File: src/rtl/breath_key_ctrl.sv
// ============================================================================
// breath_key_ctrl : key debounce + 4-mode FSM driving dual breathing-LED enables
// Rev 1.0 | optional macro LONG_PRESS_EN: long hold forces mode OFF
// ============================================================================
`default_nettype none

module breath_key_ctrl #(
  parameter logic [19:0] DEBOUNCE_CNT_MAX = 20'd1_000_000,
  parameter logic [25:0] LONG_CNT_MAX     = 26'd50_000_000
) (
  input  logic       sys_clk,
  input  logic       sys_rst_n,
  input  logic       key,
  output logic [1:0] mode,
  output logic [1:0] led_en,
  output logic       mode_chg
);

  typedef enum logic [1:0] {
    S_OFF  = 2'b00,
    S_SLOW = 2'b01,
    S_FAST = 2'b10,
    S_BOTH = 2'b11
  } state_t;

  if (DEBOUNCE_CNT_MAX < 20'd1) begin : g_bad_debounce
    $error("DEBOUNCE_CNT_MAX must be at least 1");
  end
  if (LONG_CNT_MAX < 26'd2) begin : g_bad_long
    $error("LONG_CNT_MAX must be at least 2");
  end

  logic        key_sync1_q;
  logic        key_sync2_q;
  logic        key_stable_q;
  logic        key_stable_d;
  logic        key_stable_dly_q;
  logic [19:0] db_cnt_q;
  logic [19:0] db_cnt_d;
  state_t      state_q;
  state_t      state_d;
  logic [1:0]  led_en_q;
  logic [1:0]  led_en_d;
  logic        mode_chg_q;
  logic        mode_chg_d;
  logic        press;
  logic        long_hit;

  always_comb begin
    key_stable_d = key_stable_q;
    db_cnt_d     = '0;
    if (key_sync2_q != key_stable_q) begin
      if (db_cnt_q == DEBOUNCE_CNT_MAX - 20'd1) begin
        key_stable_d = key_sync2_q;
      end else begin
        db_cnt_d = db_cnt_q + 20'd1;
      end
    end
  end

  assign press = key_stable_dly_q & ~key_stable_q;

`ifdef LONG_PRESS_EN
  logic [25:0] long_cnt_q;
  logic [25:0] long_cnt_d;

  // Counter saturates at LONG_CNT_MAX so a continued hold fires only once.
  always_comb begin
    long_cnt_d = long_cnt_q;
    long_hit   = 1'b0;
    if (key_stable_q) begin
      long_cnt_d = '0;
    end else if (long_cnt_q < LONG_CNT_MAX) begin
      long_cnt_d = long_cnt_q + 26'd1;
      long_hit   = (long_cnt_q == LONG_CNT_MAX - 26'd1);
    end
  end

  always_ff @(posedge sys_clk or negedge sys_rst_n) begin
    if (!sys_rst_n) begin
      long_cnt_q <= '0;
    end else begin
      long_cnt_q <= long_cnt_d;
    end
  end
`else
  assign long_hit = 1'b0;
`endif

  always_comb begin
    state_d    = state_q;
    mode_chg_d = 1'b0;
    if (long_hit) begin
      state_d    = S_OFF;
      mode_chg_d = (state_q != S_OFF);
    end else if (press) begin
      mode_chg_d = 1'b1;
      case (state_q)
        S_OFF:   state_d = S_SLOW;
        S_SLOW:  state_d = S_FAST;
        S_FAST:  state_d = S_BOTH;
        default: state_d = S_OFF;
      endcase
    end
    case (state_d)
      S_SLOW:  led_en_d = 2'b10;
      S_FAST:  led_en_d = 2'b01;
      S_BOTH:  led_en_d = 2'b11;
      default: led_en_d = 2'b00;
    endcase
  end

  always_ff @(posedge sys_clk or negedge sys_rst_n) begin
    if (!sys_rst_n) begin
      key_sync1_q      <= 1'b1;
      key_sync2_q      <= 1'b1;
      key_stable_q     <= 1'b1;
      key_stable_dly_q <= 1'b1;
      db_cnt_q         <= '0;
      state_q          <= S_OFF;
      led_en_q         <= 2'b00;
      mode_chg_q       <= 1'b0;
    end else begin
      key_sync1_q      <= key;
      key_sync2_q      <= key_sync1_q;
      key_stable_q     <= key_stable_d;
      key_stable_dly_q <= key_stable_q;
      db_cnt_q         <= db_cnt_d;
      state_q          <= state_d;
      led_en_q         <= led_en_d;
      mode_chg_q       <= mode_chg_d;
    end
  end

  assign mode     = state_q;
  assign led_en   = led_en_q;
  assign mode_chg = mode_chg_q;

endmodule

`default_nettype wire

File: config.mk
export PLATFORM = sky130hd
export DESIGN_NAME = breath_key_ctrl
export DESIGN_NICKNAME = d
export VERILOG_FILES = /design/src/rtl/breath_key_ctrl.sv
export SDC_FILE = /design/constraint.sdc
export NUM_CORES = 1
export LEC_CHECK = 0
export ABC_AREA = 0
export CAP_MARGIN = 20
export CELL_PAD_IN_SITES_DETAIL_PLACEMENT = 1
export CELL_PAD_IN_SITES_GLOBAL_PLACEMENT = 1
export CORE_MARGIN = 2
export CORE_UTILIZATION = 41
export DETAILED_ROUTE_END_ITERATION = 8
export HOLD_SLACK_MARGIN = 0.02
export PLACE_DENSITY = 0.71
export SYNTH_ARGS = -nofsm -noshare
export SYNTH_HDL_FRONTEND = slang
export SYNTH_SLANG_ARGS = --single-unit
File: constraint.sdc
create_clock -name sys_clk -period 1.64 [get_ports sys_clk]
set_input_delay 0.246 -clock sys_clk [delete_from_list [all_inputs] [get_ports sys_clk]]
set_output_delay 0.246 -clock sys_clk [all_outputs]
set_load 0.05 [all_outputs]
==> results of run 1 <==
==> cells in the final DEF (no fill, tap or decap), drive strengths merged, types with 2 or more instances in the layout <==
cell type       n
xnor2          12
nand3           7
mux2            3
and3            2
nor3            6
nor4            6
dfstp           4
xor2            4
o21ai           2
clkdlybuf4s50   2
inv             6
and2            3
nor2           20
a21oi           4
clkbuf          4
nand4b          3
dfrtp          24
nand4           5
buf            32
nand2           5
ha              3
==> metrics by stage <==
| stage | worst slack (ps) | instances |
|---|---|---|
| final | 0.1703 | 206 |
| after global routing | -105.8 | 206 |
| after CTS | -0.8202 | 203 |
| after detailed placement | -26.03 | 197 |
| after global placement | 65.26 | 197 |
| after floorplan | 26.23 | 128 |
==> cell type report <==
| type | instances | share of cell area (%) |
|---|---|---|
| Inverter | 6 | 1.271 |
| Tap cell | 44 | 3.107 |
| Multi-Input combinational cell | 90 | 38.77 |
| Clock buffer | 4 | 1.483 |
| Sequential cell | 28 | 39.83 |
| Timing Repair Buffer | 34 | 15.54 |
==> power breakdown <==
part           total, mW  leakage, nW  internal [mW]  switching (mW)
registers          0.706        0.375          0.701         0.00487
logic             0.0738        0.361         0.0332          0.0406
clock network      0.299       0.0150         0.0953           0.204
total               1.08        0.750          0.830           0.249
==> cell families (layout without fill, tap and decap cells) <==
family,Yosys count,count (layout)
xor+xnor,16,16
mux,4,4
flops,28,28
compound gates,7,7
simple gates,60,60
fa+ha+maj,3,3
buf+inv,10,44
==> worst register-to-register path, cell delays in order, from the launching register on <==
cell	delay, ps
dfrtp_1	430
nor4_2	280
nand4_1	220
o31ai_4	380
buf_6	190
nor2_1	50
==> worst max path at each step <==
stage                      startpoint           end  slack (ps)  cells after the start
after floorplan           db_cnt_q[0]  key_stable_q          30                      5
after global placement    db_cnt_q[0]   db_cnt_q[2]          70                      7
after detailed placement  db_cnt_q[1]   db_cnt_q[2]         -30                      7
after CTS                 db_cnt_q[1]   db_cnt_q[2]        -0.8                      7
after global routing      db_cnt_q[8]   db_cnt_q[6]        -110                      5
final                     db_cnt_q[8]  db_cnt_q[11]         0.2                      5
==> registers in the layout, summed over array words and instances (netlist names) <==
name              cells
db_cnt_q             20
mode                  2
key_stable_dly_q      1
key_stable_q          1
key_sync1_q           1
key_sync2_q           1
led_en                1
mode_chg              1
==> cell usage after synthesis (4+ instances only) <==
cell     count
nand2_1      5
nand4_1      4
nor4_1       5
dfrtp_1     24
dfstp_2      4
nor3_1       6
xor2_1       4
nand3_1      7
inv_1        6
nor2_1      20
xnor2_1     12
a21oi_1      4
==> what timing repair did <==
item	CTS	global route
gates resized for setup	6	19
setup endpoints to repair	20	21
cloned	0	0
buffers inserted	2	3
pin swaps	2	6
==> metal layers <==
metal | vias up | wire length, um
met1 | 534 | 1414
li1 | 505 | -
met2 | 5 | 1616
met3 | 2 | 53
met4 | 0 | 13
met5 | - | 0
==> impl_metrics.ini, run 1 <==
[timing]
skew_ps = 4.723
setup_viol = 0
timing.slew.headroom_pct = 75.93
fmax_mhz = 609.8
rsz0062_at_grt = yes
drv_slew = 0
finalCritPeriodShare_pct = 99.99
finalCriticalPeriod_ps = 1640
worstMarginPinSlew_ps = 361.1
setup_tns_ps = 0
hold_viol = 0
hold_slack_ps = 276.7

[logic_synthesis]
synth_top_family_by_area = simple AND/OR/NAND/NOR gates
synthAdderAreaFrac_pct = 2.747
syn_area_um2 = 1366
yosysUniqueCellTypes = 29
yosysWarnings = 0
synthCells = 128
synthFlopType = dfrtp_1
synth-simple-area-share_pct = 24.63
synth-seq-cells = 28
yosysSeqAreaShare_pct = 51.65
synth_compound_gate_area_share_pct = 3.755
synth-xor-area-share_pct = 10.26
synth-edff-count = 0
synth.mux.area_fraction_pct = 3.205
synth_fp_nets = 134
synth_area_leaders = dfrtp_1, dfstp_2, xnor2_1, nor2_1, ha_1
synth_top_area_cell = dfrtp_1
synth_top_area_share_pct = 43.96
async_flop_share_pct = 100.0
avgSynthCellArea_um2 = 10.67

[clocking]
hold_buffers = 0
cts_max_level = 1
numCtsBuffers = 3
cts.clk_slew.worst_paths_ps = 150
clock_latency_ps = 330
clock-sinks = 28
cts_max_path_buffers = 2
tritoncts = yes
clock-root-buffer = clkbuf_4

[cells_and_area]
fillers = 362
num_antenna_cells = 0
seq_area_um2 = 705.7
fin_util_pct = 57.10
final_area_um2 = 1772
drive_above_1_share_pct = 39.51
multi_input_area_um2 = 686.9
syn_to_final_growth_pct = 29.67
nets = 169

[setup_path]
crit_path_start_kind = register
r2r-start = db_cnt_q[8]
cp_data_arrival_time_ps = 1870
crit_type = reg2reg
crit_family = simple AND/OR/NAND/NOR gates
cp_slowest_cell = dfrtp_1
critPathBufInv = 1
r2r_slack_ps = 0.2
cp-end-kind = register
critPathMaxFanout = 6
slowest_delay_ps = 430
cp_cell_sequence = nor4_2, nand4_1, o31ai_4, buf_6, nor2_1
r2r_end = db_cnt_q[11]
required_ps = 1870
r2r_cells = 5

[outcome]
run_status = completed

[drt]
drt_first_pass_iters = 4
wl_um = 3098
drc = 0
routedWlPerCell_um = 15.04
routed-via-count = 1046
vias_per_cell = 5.078
drt_iter0_markers = 19
ant_nets = 0

[floorplan]
io_pins = 8
dieArea_um2 = 3810
dieWidth_um = 61.73
fp.dieH_um = 61.73
core-area_um2 = 3103
rows = 20
start_util_pct = 44.03

[job]
max_cap_violations = 0

[global_route]
use_met1_pct = 23.45
grt_pass1_wl_um = 4899
grt_pass1_vias = 1057
antenna_found_initial = 0
grt_max_degree = 29
gr-usage-all-layers_pct = 17.30
gr-total-overflow = 0
grt_use_met3_pct = 3.106
grt.busiest_layer = met2
met2_usage_pct = 29.02

[power_and_ir_drop]
peakVddDrop_mv = 0.4189
leakagePower_nw = 0.7500
power.density_nw_per_um2 = 609.1
total_power_mw = 1.079

[placement]
globalplace.congestion = 0.7745
placed_area_um2 = 1615
hpwl_um = 2269
io_buffers = 7

[worst_hold_path]
hold_path.class = in2async
Power figures use the tool's default switching activity.
==> inputs of run 2 (changes only) <==
- CAP_MARGIN: 20 -> not set
- SLEW_MARGIN: not set -> 20
==> results of run 2 <==
No change in the layout: final DEF, timing and power equal those of run 1.
